--- config.mk ---
export PLATFORM = sky130hd
export DESIGN_NAME = pixel_stream_writer
export DESIGN_NICKNAME = d
export VERILOG_FILES = /design/src/rtl/pixel_stream_writer.sv
export SDC_FILE = /design/constraint.sdc
export NUM_CORES = 1
export LEC_CHECK = 0
export ABC_AREA = 0
export CAP_MARGIN = 5
export CORE_ASPECT_RATIO = 0.7
export CORE_MARGIN = 2
export CORE_UTILIZATION = 61
export DETAILED_ROUTE_END_ITERATION = 6
export PLACE_DENSITY = 0.84
export RECOVER_POWER = 50
export SLEW_MARGIN = 30
export SYNTH_ARGS = -nofsm -noshare
export SYNTH_HDL_FRONTEND = slang
export SYNTH_SLANG_ARGS = --single-unit
--- constraint.sdc ---
create_clock -name ctrl_clk -period 6.6 [get_ports ctrl_clk]
set_input_delay 1.65 -clock ctrl_clk [delete_from_list [all_inputs] [get_ports ctrl_clk]]
set_output_delay 1.65 -clock ctrl_clk [all_outputs]
set_load 0.005 [all_outputs]
--- src/rtl/pixel_stream_writer.sv ---
// RGB888 pixel stream to RGB565 video memory writer for the LED panel.
// Brightness scale, round, and a row-major write per pixel at fixed latency.
module pixel_stream_writer #(
    parameter int WIDTH  = 64,
    parameter int HEIGHT = 32
) (
    input  logic        ctrl_clk,
    input  logic        ctrl_resetn,
    input  logic        s_valid,
    output logic        s_ready,
    input  logic        s_sof,
    input  logic [23:0] s_data,
    input  logic [7:0]  brightness,
    output logic        ctrl_en,
    output logic [15:0] ctrl_addr,
    output logic [16:0] ctrl_wdat,
    output logic        frame_done,
    output logic        short_frame,
    output logic [15:0] drop_count
);

    localparam int XW = $clog2(WIDTH);
    localparam int YW = $clog2(HEIGHT);
    localparam int IW = XW + YW;
    localparam logic [IW-1:0] LAST = IW'(WIDTH * HEIGHT - 1);

    typedef enum logic {
        S_IDLE,
        S_RUN
    } state_t;

    state_t        r_state;
    state_t        w_state_nx;
    logic [IW-1:0] r_idx;
    logic [IW-1:0] w_idx_nx;
    logic          w_acc;
    logic          w_load;
    logic [IW-1:0] w_load_idx;
    logic          w_last;
    logic          w_short;
    logic          w_drop;

    logic          r_s1_vld;
    logic [23:0]   r_s1_dat;
    logic [7:0]    r_s1_bri;
    logic [IW-1:0] r_s1_idx;
    logic          r_s1_last;

    logic          r_s2_vld;
    logic [7:0]    r_s2_r;
    logic [7:0]    r_s2_g;
    logic [7:0]    r_s2_b;
    logic [IW-1:0] r_s2_idx;
    logic          r_s2_last;

    logic          r_en;
    logic [15:0]   r_addr;
    logic [16:0]   r_wdat;
    logic          r_done;
    logic          r_short;
    logic [15:0]   r_drop;

    // c * (b + 1) never exceeds 16 bits, so the top byte is the scaled value
    function automatic logic [7:0] scale(input logic [7:0] c, input logic [7:0] b);
        logic [15:0] m;
        m = 16'(b) + 16'd1;
        return 8'((16'(c) * m) >> 8);
    endfunction

    function automatic logic [4:0] rnd5(input logic [7:0] c);
        logic [8:0] s;
        s = ({1'b0, c} + 9'd4) >> 3;
        return (s > 9'd31) ? 5'd31 : s[4:0];
    endfunction

    function automatic logic [5:0] rnd6(input logic [7:0] c);
        logic [8:0] s;
        s = ({1'b0, c} + 9'd2) >> 2;
        return (s > 9'd63) ? 6'd63 : s[5:0];
    endfunction

    assign s_ready = ctrl_resetn;
    assign w_acc   = s_valid && s_ready;

    always_ff @(posedge ctrl_clk) begin
        if (!ctrl_resetn) begin
            r_state <= S_IDLE;
            r_idx   <= '0;
        end else begin
            r_state <= w_state_nx;
            r_idx   <= w_idx_nx;
        end
    end

    always_comb begin
        w_state_nx = r_state;
        w_idx_nx   = r_idx;
        w_load     = 1'b0;
        w_load_idx = '0;
        w_last     = 1'b0;
        w_short    = 1'b0;
        w_drop     = 1'b0;
        unique case (r_state)
            S_IDLE: begin
                if (w_acc) begin
                    if (s_sof) begin
                        w_load     = 1'b1;
                        w_idx_nx   = IW'(1);
                        w_state_nx = S_RUN;
                    end else begin
                        w_drop = 1'b1;
                    end
                end
            end
            S_RUN: begin
                if (w_acc) begin
                    w_load = 1'b1;
                    if (s_sof) begin
                        w_short  = 1'b1;
                        w_idx_nx = IW'(1);
                    end else begin
                        w_load_idx = r_idx;
                        w_idx_nx   = r_idx + IW'(1);
                        if (r_idx == LAST) begin
                            w_last     = 1'b1;
                            w_idx_nx   = '0;
                            w_state_nx = S_IDLE;
                        end
                    end
                end
            end
            default: begin
                w_state_nx = S_IDLE;
                w_idx_nx   = '0;
            end
        endcase
    end

    always_ff @(posedge ctrl_clk) begin
        if (!ctrl_resetn) begin
            r_short <= 1'b0;
            r_drop  <= '0;
        end else begin
            r_short <= w_short;
            if (w_drop && r_drop != 16'hFFFF) begin
                r_drop <= r_drop + 16'd1;
            end
        end
    end

    // Three register levels: capture, scale, round/pack
    always_ff @(posedge ctrl_clk) begin
        if (!ctrl_resetn) begin
            r_s1_vld  <= 1'b0;
            r_s1_dat  <= '0;
            r_s1_bri  <= '0;
            r_s1_idx  <= '0;
            r_s1_last <= 1'b0;
            r_s2_vld  <= 1'b0;
            r_s2_r    <= '0;
            r_s2_g    <= '0;
            r_s2_b    <= '0;
            r_s2_idx  <= '0;
            r_s2_last <= 1'b0;
            r_en      <= 1'b0;
            r_addr    <= '0;
            r_wdat    <= '0;
            r_done    <= 1'b0;
        end else begin
            r_s1_vld <= w_load;
            if (w_load) begin
                r_s1_dat  <= s_data;
                r_s1_bri  <= brightness;
                r_s1_idx  <= w_load_idx;
                r_s1_last <= w_last;
            end
            r_s2_vld <= r_s1_vld;
            if (r_s1_vld) begin
                r_s2_r    <= scale(r_s1_dat[23:16], r_s1_bri);
                r_s2_g    <= scale(r_s1_dat[15:8], r_s1_bri);
                r_s2_b    <= scale(r_s1_dat[7:0], r_s1_bri);
                r_s2_idx  <= r_s1_idx;
                r_s2_last <= r_s1_last;
            end
            r_en   <= r_s2_vld;
            r_done <= r_s2_vld && r_s2_last;
            if (r_s2_vld) begin
                r_addr <= {{(16 - IW){1'b0}}, r_s2_idx};
                r_wdat <= {1'b0, rnd5(r_s2_b), rnd6(r_s2_g), rnd5(r_s2_r)};
            end
        end
    end

    assign ctrl_en     = r_en;
    assign ctrl_addr   = r_addr;
    assign ctrl_wdat   = r_wdat;
    assign frame_done  = r_done;
    assign short_frame = r_short;
    assign drop_count  = r_drop;

endmodule

==> impl_metrics.py <==
metrics = {
    "routing": {
        "drc": 0,
        "routed_wl_mm": 27.8,
        "num_vias": 9388,
        "drt_iter0_drc": 865,
        "drtPass1Iterations": 6,
        "avgRoutedWirePerCell_um": 17.0,
        "via_per_inst": 5.76,
        "final_antenna_net_count": 0,
    },
    "global_route": {
        "antenna_found_initial": 0,
        "grt_max_degree": 75,
        "track_usage_pct": 28.9,
        "grt_pass1_vias": 9476,
        "gr-total-overflow": 0,
        "grt_pass1_wl_mm": 46.9,
    },
    "yosys": {
        "yosysUniqueCellTypes": 60,
        "synth_seq_cells": 135,
        "syn_avg_cell_area_um2": 8.94,
        "synth_ff_type": "dfxtp_1",
        "synth-seq-area-share_pct": 22.9,
        "synth_edf_count": 0,
        "async_flop_share_pct": 0,
        "netlist.area_leader.share_pct": 22.9,
        "yosys.area.top_type": "dfxtp_1",
        "netlist_area_um2": 11800,
        "synthTopCellsByArea": "dfxtp_1, fa_1, ha_1, and2_1, inv_1",
        "ys_warn_count": 0,
        "syn_inst": 1320,
    },
    "power_and_ir_drop": {
        "p_switching_mw": 0.516,
        "power_density_nw_per_um2": 147,
        "totalPowerFinal_mw": 1.96,
        "vdd_ir_drop_max_v": 0.000128,
        "p_leak_nw": 6.23,
        "pwr-share-clk_pct": 48.0,
        "power_frac_comb_pct": 8.3,
        "swShare_pct": 26.3,
        "intPower_mw": 1.44,
        "p_seq_share_pct": 43.7,
    },
    "worst_setup_path": {
        "cp-start-kind": "flop",
        "cp.required_ns": 6.89,
        "crit_path_end_kind": "flop",
        "setup.worst_path.class": "flop to flop",
        "cp_max_fo": 20,
        "worstPathArrival_ns": 5.86,
    },
    "sta": {
        "grt_setup_unrepaired": "false",
        "finalCritPeriodShare_pct": 84.5,
        "clock_skew_ns": 0.0107,
        "tightest_slew_ns": 2.53,
        "hold_violations": 0,
        "fmax_mhz": 179,
        "timing.final.ws_setup_ns": 1.03,
        "setup_viol": 0,
        "holdWs_ns": 0.490,
        "slew_headroom_pct": -68.9,
        "slew_viol_final": 75,
        "finalWorstPathRequiredPeriod_ns": 5.57,
        "setup_tns_ns": 0,
    },
    "placement": {
        "dp_cells": 1597,
        "gp_congestion": 0.895,
        "dpl_cell_area_um2": 12800,
        "preCtsSetupSlack_ns": 1.10,
        "port_buffers": 82,
        "dp_hpwl_mm": 20.0,
    },
    "final_layout": {
        "syn_to_final_growth_pct": 13.0,
        "final_cell_mix": "inv_1, and2_1, nand2_1",
        "fillers": 1412,
        "antennaDiodeCount": 0,
        "final_util_pct": 70.5,
        "final_cells": 1629,
        "layout_commonest_cell": "inv_1",
        "fin_nets": 1632,
        "final_area_um2": 13300,
        "drive_gt1_share_pct": 4.90,
    },
    "die": {
        "rows": 42,
        "die_w_um": 170,
        "die-area_um2": 20500,
        "fp.coreArea_um2": 18900,
        "ios": 89,
        "die_h_um": 120,
        "start_util_pct": 62.4,
    },
    "clock_network": {
        "cts_buffer_depth": 2,
        "htreeDepth": 4,
        "cts_tree": "yes",
        "postCtsSetupBuffers": 0,
        "postCtsHoldBufs": 0,
        "cts_sinks": 135,
        "cts_buffers": 17,
        "cts_resized": 0,
        "clk_root_buffer_cell": "clkbuf_16",
        "clk_pin_slew_worst_paths_ns": 0.06,
        "worstSkewPairLatency_ns": 0.43,
    },
    "flow_run": {
        "drv_cap": 1,
    },
    "run_status": {
        "status": "finished with violations",
        "violations": "max-capacitance violations, max-slew violations",
    },
    "hold_path": {
        "hold_class": "flop to flop",
    },
}
[registers in the layout, indices dropped and copies added (netlist names)]
signal,flops
r_s2_idx,11
frame_done,1
r_idx,11
short_frame,1
r_s2_b,6
ctrl_addr,11
r_s2_vld,1
r_s1_dat,24
r_s1_idx,11
r_s2_last,1
r_state,1
drop_count,16
ctrl_wdat,16
r_s2_g,7
r_s2_r,6
r_s1_last,1
r_s1_bri,8
ctrl_en,1
r_s1_vld,1
[power groups by stage]
| stage | Sequential, mW | Combinational, mW | Clock [mW] |
|---|---|---|---|
| 3_5_place_dp | 0.873 | 0.161 | 0 |
| 2_1_floorplan | 0.857 | 0.106 | 0 |
| 6_report | 0.856 | 0.162 | 0.938 |
| 3_3_place_gp | 0.872 | 0.155 | 0 |
| 5_1_grt | 0.857 | 0.182 | 0.982 |
| 4_1_cts | 0.855 | 0.163 | 0.943 |
[per-layer routing]
layer | GRT usage, % | wire [um]
met1 | 40.5 | 12800
met3 | 4.94 | 1830
met2 | 47.2 | 12700
met5 | 0 | 0
met4 | 6.57 | 413
[critical path, stage by stage (launching register included)]
cell	delay (ns)
dfxtp_1	0.37
ha_1	0.20
nand3_1	0.16
nor2_1	0.19
xor2_1	0.38
buf_4	0.32
and2_1	0.18
fa_1	0.43
fa_1	0.49
fa_1	0.55
inv_1	0.06
fa_1	0.53
inv_1	0.05
ha_1	0.35
a21oi_1	0.19
a21boi_0	0.15
a211oi_2	0.44
o31ai_2	0.13
xnor2_1	0.18
o21ai_1	0.08
[layout make-up]
class / count / area, um^2 / area share (%)
inverters: 159 / 597 / 4.48
repair buffers: 95 / 908 / 6.81
flip-flops and latches: 135 / 2700 / 20.3
well taps: 242 / 303 / 2.27
multi-input cells: 966 / 8250 / 61.9
clock buffers: 20 / 457 / 3.42
clock inverters: 12 / 118 / 0.882
[cells in the mapped netlist (all sizes together) (16+ instances only)]
library cell    n
nor2b          59
and2          163
inv           158
ha            102
clkbuf         53
nand3          29
dfxtp         135
fa            120
a21boi         38
xnor2          40
and3           16
mux2i          24
a21oi          33
o21ai          46
nand2         154
[final timing paths]
check | from | to | slack, ns | cells past startpoint
setup / recovery | r_s1_bri[1]$_SDFFE_PN0P_ | r_s2_g[7]$_SDFFE_PN0P_ | 1.03 | 19
hold / removal | r_s2_last$_SDFFE_PN0P_ | frame_done$_SDFF_PN0_ | 0.49 | 1
setup reg to reg | r_s1_bri[1]$_SDFFE_PN0P_ | r_s2_g[7]$_SDFFE_PN0P_ | 1.03 | 19
hold reg to reg | r_s2_last$_SDFFE_PN0P_ | frame_done$_SDFF_PN0_ | 0.49 | 1
[kinds of logic after synthesis]
| kind of cell | share of synthesized area [%] |
|---|---|
| xor+xnor | 4.01 |
| compound gates | 10.6 |
| fa+ha+maj | 31.2 |
| mux | 2.04 |
| flops | 22.9 |
| buf+inv | 7.38 |
| simple gates | 21.9 |
| other cells | 0.0318 |
No activity file was read; power rests on OpenSTA's default activity.
==> patch 1 (same flow settings) <==
Reset style: asynchronous (`ctrl_resetn`), changed in 3 clocked blocks.
--- a/src/rtl/pixel_stream_writer.sv
+++ b/src/rtl/pixel_stream_writer.sv
@@ -82,7 +82,7 @@
     assign s_ready = ctrl_resetn;
     assign w_acc   = s_valid && s_ready;
 
-    always_ff @(posedge ctrl_clk) begin
+    always_ff @(posedge ctrl_clk or negedge ctrl_resetn) begin
         if (!ctrl_resetn) begin
             r_state <= S_IDLE;
             r_idx   <= '0;
@@ -136,7 +136,7 @@
         endcase
     end
 
-    always_ff @(posedge ctrl_clk) begin
+    always_ff @(posedge ctrl_clk or negedge ctrl_resetn) begin
         if (!ctrl_resetn) begin
             r_short <= 1'b0;
             r_drop  <= '0;
@@ -149,7 +149,7 @@
     end
 
     // Three register levels: capture, scale, round/pack
-    always_ff @(posedge ctrl_clk) begin
+    always_ff @(posedge ctrl_clk or negedge ctrl_resetn) begin
         if (!ctrl_resetn) begin
             r_s1_vld  <= 1'b0;
             r_s1_dat  <= '0;
Behaviour: not the same (a bounded check fails within 4 cycles, from zero or initial values and one cycle with ctrl_resetn low; the reset may be asserted at any time).
==> patch 1 against the original RTL <==
The flow still finishes with violations (capacitance limit, slew limit). First-iteration DRC count fell by 22%. Sequential cell count did not move. Synthesized cell count shrank 4.7%. Area after synthesis increased by 2.3%. Sequential share of layout area increased by 4.2 points. Worst hold slack got worse by 9.1 ps. Setup slack got worse by 130 ps. Routed wire length down 1.1%. Final area increased by 3.4%. Largest cell class unchanged.
Power is not compared: it rests on default switching activity, and its combinational part moved more than twofold at a synthesized area within 25%.
==> patch 1: results (changes against the original RTL) <==
Critical path
- 630 ps — Worst path max stage delay, +80 ps
- 16 — peak fanout along the critical path, -20%
- 900 ps — worst reg2reg setup slack, -130 ps
- 18 — depth of the most critical reg-to-reg path, -1
- 6050 ps — WP data arrival, +190 ps
- a2111oi_2 — Slowest cell on crit path

Layout
- 0.0710 — share of final-layout standard cells stronger than drive strength 1, +0.0220
- 1583 — net count reported at finish, -3.0%
- r_s1_dat — register with the most flip-flops

Clocking
- 0 — Post-CTS Setup Inserts, unchanged
- 17 — clock buffer count from CTS, unchanged

Drt
- 17.1 µm — mean routed wirelength per cell, +0.15%
- 27.5 mm — aggregate routed wire length, -1.1%
- 9154 — total number of vias, -2.5%
- 5 — iteration count of the initial detailed-routing pass, -1
- 13.0 mm — detailed-routed wire length on met2, +2.7%
- 678 — DR iter-0 viols, -22%
- 12.0 mm — detailed-route wire length on metal 1, -6.4%
- 1.75 mm — total met3 wirelength after detailed routing, -4.5%

Yosys
- dfrtp_1 28%, fa_1 20%, ha_1 11% — main area contributors after synthesis
- 0.280 — fraction of the yosys area taken by sequential cells, +0.0508
- 188 x nand2_1, 159 x inv_1, 153 x and2_1 — most common library cells after synthesis
- dfrtp_1 — Primary FF master, synth
- 1.00 — share of flip-flops with an asynchronous set or reset after synthesis, +1.00
- 9.60 µm² — syn avg cell area, +7.4%
- 74 — Yosys cell types, +23%
- 0.280 — post-synth top area share, +0.0508
- 0 — Warnings, synthesis, unchanged

Global routing
- 46.9 mm — first-pass GRT wire length, about the same
- 9642 — number of global-route vias before repair, +1.8%
- 53 — pin count of the biggest net entering global routing, -29%
- 0.287 — overall fraction of global-route tracks in use, -0.00189

Status
- finished, violations left — result of the run
- capacitance limit, slew limit — violated checks

Placed design
- 0.0132 mm² — area of placed instances, +3.1%
- 82 — count of buffers inserted at the top-level ports, unchanged
- 0.852 — routability-driven placement congestion ratio, -4.8%
- 19.9 mm — Detail Placement HPWL, -0.22%

Timing
- 82 — number of pins with negative max-slew slack in the final report, +9.3%
- -0.783 — normalized max-slew margin, -0.0933
- 13.8 ps — Fin Clk Skew, +3.11 ps

Pwr
- 175 µV — worst-case vdd ir drop
- 7.07 nW — leakage component of the power

Flow run
- 2 — # Max-Cap Violations, +1

==> patch 1: worst reg2reg max path: stages, from the launching register on <==
cell and delay [ps]:
dfrtp_1 380, ha_1 280, nand3_1 240, nor2_1 230, xor2_1 210, buf_4 260, and2_1 190, fa_1 440
fa_1 470, fa_1 550, inv_1 60, fa_1 540, inv_1 50, ha_1 300, a21oi_1 190, a21boi_0 200
a2111oi_2 630, o2111ai_1 190, nand4_1 200
==> patch 1: worst paths after layout <==
kind | endpoint | from
setup / recovery | r_s2_g[7] | r_s1_bri[0]
hold / removal | frame_done | r_s2_last
setup reg to reg | r_s2_g[7] | r_s1_bri[0]
hold reg to reg | frame_done | r_s2_last
max in group asynchronous | r_s2_g[6] | ctrl_resetn
min in group asynchronous | ctrl_wdat[2] | ctrl_resetn
==> patch 1: cell families after synthesis <==
kind of cell | synth area share
other cells | 0.000311
xor+xnor | 0.0334
mux | 0.0309
compound gates | 0.0805
buf+inv | 0.0689
flops | 0.280
fa+ha+maj | 0.305
simple gates | 0.202
==> patch 1: layer usage <==
metal | up-vias | global-route usage
met3 | 59 | 0.0715
met1 | 4613 | 0.387
met2 | 283 | 0.460
li1 | 4199 | -
met5 | - | 0
met4 | 0 | 0.0966
==> patch 1: layout make-up <==
| cell class | instances | area (µm²) |
|---|---|---|
| Clock inverter | 15 | 191 |
| Sequential cell | 135 | 3380 |
| Multi-Input combinational cell | 914 | 7920 |
| Clock buffer | 17 | 425 |
| Timing Repair Buffer | 98 | 931 |
| Inverter | 159 | 597 |
| Tap cell | 270 | 338 |
| Fill cell | 1461 | 5800 |
==> patch 1: stage by stage <==
stage	setup slack [ps]	utilization	total power [mW]	hold slack (ps)
2_1_floorplan	1390	-	2.94	352
5_1_grt	607	0.704	5.14	506
3_5_place_dp	876	0.672	3.65	473
3_3_place_gp	1060	0.672	3.50	466
6_report	896	0.704	4.67	481
4_1_cts	874	0.704	4.69	485
==> patch 1: power breakdown <==
group	switching, mW	internal [mW]
sequential	0.186	0.968
clock	0.407	0.602
combinational	1.40	1.10
total	1.99	2.68
==> patch 2 (config.mk and constraints unchanged) <==
Made on the original files. The parameter `HEIGHT` goes from 32 to 64.
--- a/src/rtl/pixel_stream_writer.sv
+++ b/src/rtl/pixel_stream_writer.sv
@@ -2,7 +2,7 @@
 // Brightness scale, round, and a row-major write per pixel at fixed latency.
 module pixel_stream_writer #(
     parameter int WIDTH  = 64,
-    parameter int HEIGHT = 32
+    parameter int HEIGHT = 64
 ) (
     input  logic        ctrl_clk,
     input  logic        ctrl_resetn,
Function: not settled (the Yosys comparison gave no result); the edit may change what the design does.
==> patch 2 against the original RTL <==
Non-clock buffer count is 4 higher. The run still ends with capacitance limit, slew limit left. Setup slack improved by 180 ps. First-iteration DRC count shrank 21%. Critical path depth up 1. Global-route usage shrank 0.26 points. Routed wire length is 0.88% lower. Final area fell by 0.17%. Largest power group unchanged. Area after synthesis shrank 0.93%. Sequential cell count increased by 4. Worst hold slack worse by 28 ps. Power increased by 5.8%.
==> patch 2: results (changes against the original RTL) <==
Timing
- 16.8 ps — Fin Clk Skew, +6.03 ps
- -0.292 — normalized max-slew margin, +0.397
- 97 — number of pins with negative max-slew slack in the final report, +29%

Yosys
- 67 — Yosys cell types, +12%
- 0 — share of flip-flops with an asynchronous set or reset after synthesis, unchanged
- 165 x nand2_1, 154 x inv_1, 139 x and2_1, 139 x dfxtp_1, 120 x fa_1 — most common library cells after synthesis
- 0.0405 — share of the synthesized netlist area taken by xor and xnor gates, +0.000377
- 0.0241 — multiplexer area fraction after synthesis, +0.00372
- 0.238 — fraction of the yosys area taken by sequential cells, +0.00901
- 0.0967 — compound-gate portion of the synthesized area, -0.00896
- 0.315 — Adder-Cell Fraction of Synth Area, +0.00294
- dfxtp_1 24%, fa_1 21%, ha_1 11% — main area contributors after synthesis
- 1337 — synthesized instance count, +1.3%

Global routing
- 97 — pin count of the biggest net entering global routing, +29%
- 0.286 — overall fraction of global-route tracks in use, -0.00263
- 9637 — number of global-route vias before repair, +1.7%
- 46.4 mm — first-pass GRT wire length, -1.1%

Pwr
- 0.263 — net switching fraction of the power, -0.000933
- 6.30 nW — leakage component of the power, +1.1%
- 2.07 mW — Tot Pwr, +5.8%
- 178 µV — worst-case vdd ir drop, +39%
- 1.03 mW — power consumed by the clock network, +9.8%

Clocking
- 2 — maximum clock path buffer count, unchanged

Critical path
- 20 — depth of the most critical reg-to-reg path, +1
- 5700 ps — WP data arrival, -160 ps
- 560 ps — Worst path max stage delay
- 24 — peak fanout along the critical path, +20%

Placed design
- 19.5 mm — Detail Placement HPWL, -2.3%
- 0.881 — routability-driven placement congestion ratio, -1.6%
- 1614 — Placed Instances, +1.1%
- 83 — count of buffers inserted at the top-level ports, +1.2%

Drt
- 27.5 mm — aggregate routed wire length, -0.88%
- 684 — DR iter-0 viols, -21%
- 16.7 µm — mean routed wirelength per cell, -1.9%
- 5.69 — average via count per standard cell, -1.3%

Worst hold path
- 2 — Worst Hold Path Cells, +1

Layout
- 0.0413 — share of final-layout standard cells stronger than drive strength 1, -0.00772
- 24 — flip-flop count of the largest register after layout, unchanged
- 1403 — number of inserted filler cells in the final layout, -0.64%
- r_s1_dat — register with the most flip-flops

Status
- finished, violations left — result of the run
- capacitance limit, slew limit — violated checks

Flow run
- 1 — # Max-Cap Violations, unchanged

-- patch 2: worst paths after layout --
path / startpoint / end / slack [ps]
max: r_s1_bri[0] / r_s2_r[7] / 1210
min: ctrl_wdat[14] / ctrl_wdat[14] / 460
max reg2reg: r_s1_bri[0] / r_s2_r[7] / 1210
min reg2reg: ctrl_wdat[14] / ctrl_wdat[14] / 460
-- patch 2: cells by family after synthesis --
kind of cell | after synthesis
XOR/XNOR | 54
flip-flops | 139
other | 1
buffers and inverters | 224
AO/OA/AOI/OAI | 177
adder cells (fa/ha/maj) | 222
multiplexers | 28
AND/OR/NAND/NOR | 492
-- patch 2: metrics by stage --
stage,area (µm²),setup slack [ps],hold WS (ps),util
3_5_place_dp,12700,1280,455,0.673
2_1_floorplan,11700,1500,438,-
5_1_grt,13300,952,488,0.706
4_1_cts,13300,1250,464,0.706
6_report,13300,1210,462,0.706
3_3_place_gp,12700,1430,451,0.672
-- patch 2: metal layers --
layer	GRT usage	routed length (µm)	up-vias
li1	-	-	4408
met1	0.388	12200	4582
met2	0.468	13000	326
met3	0.0574	1920	50
met4	0.0839	470	0
met5	0	0	-
-- patch 2: area by class of cell --
cell class,count,area [µm²],area share
sequential,139,2780,0.209
tap,242,303,0.0227
clock inverter,15,204,0.0153
inverter,156,586,0.0440
clock buffer,17,425,0.0320
timing repair buffer,99,945,0.0710
multi-input combinational,978,8070,0.606
-- patch 2: critical path, delay by kind of cell (launching register included) --
kind / cells / cell delay, ps
DFF: 1 / 330
adders and majority gates: 5 / 2330
buffers and inverters: 4 / 660
xor gates and xnor gates: 2 / 320
and+or+nand+nor: 5 / 740
AOI/OAI and AO/OA: 4 / 890
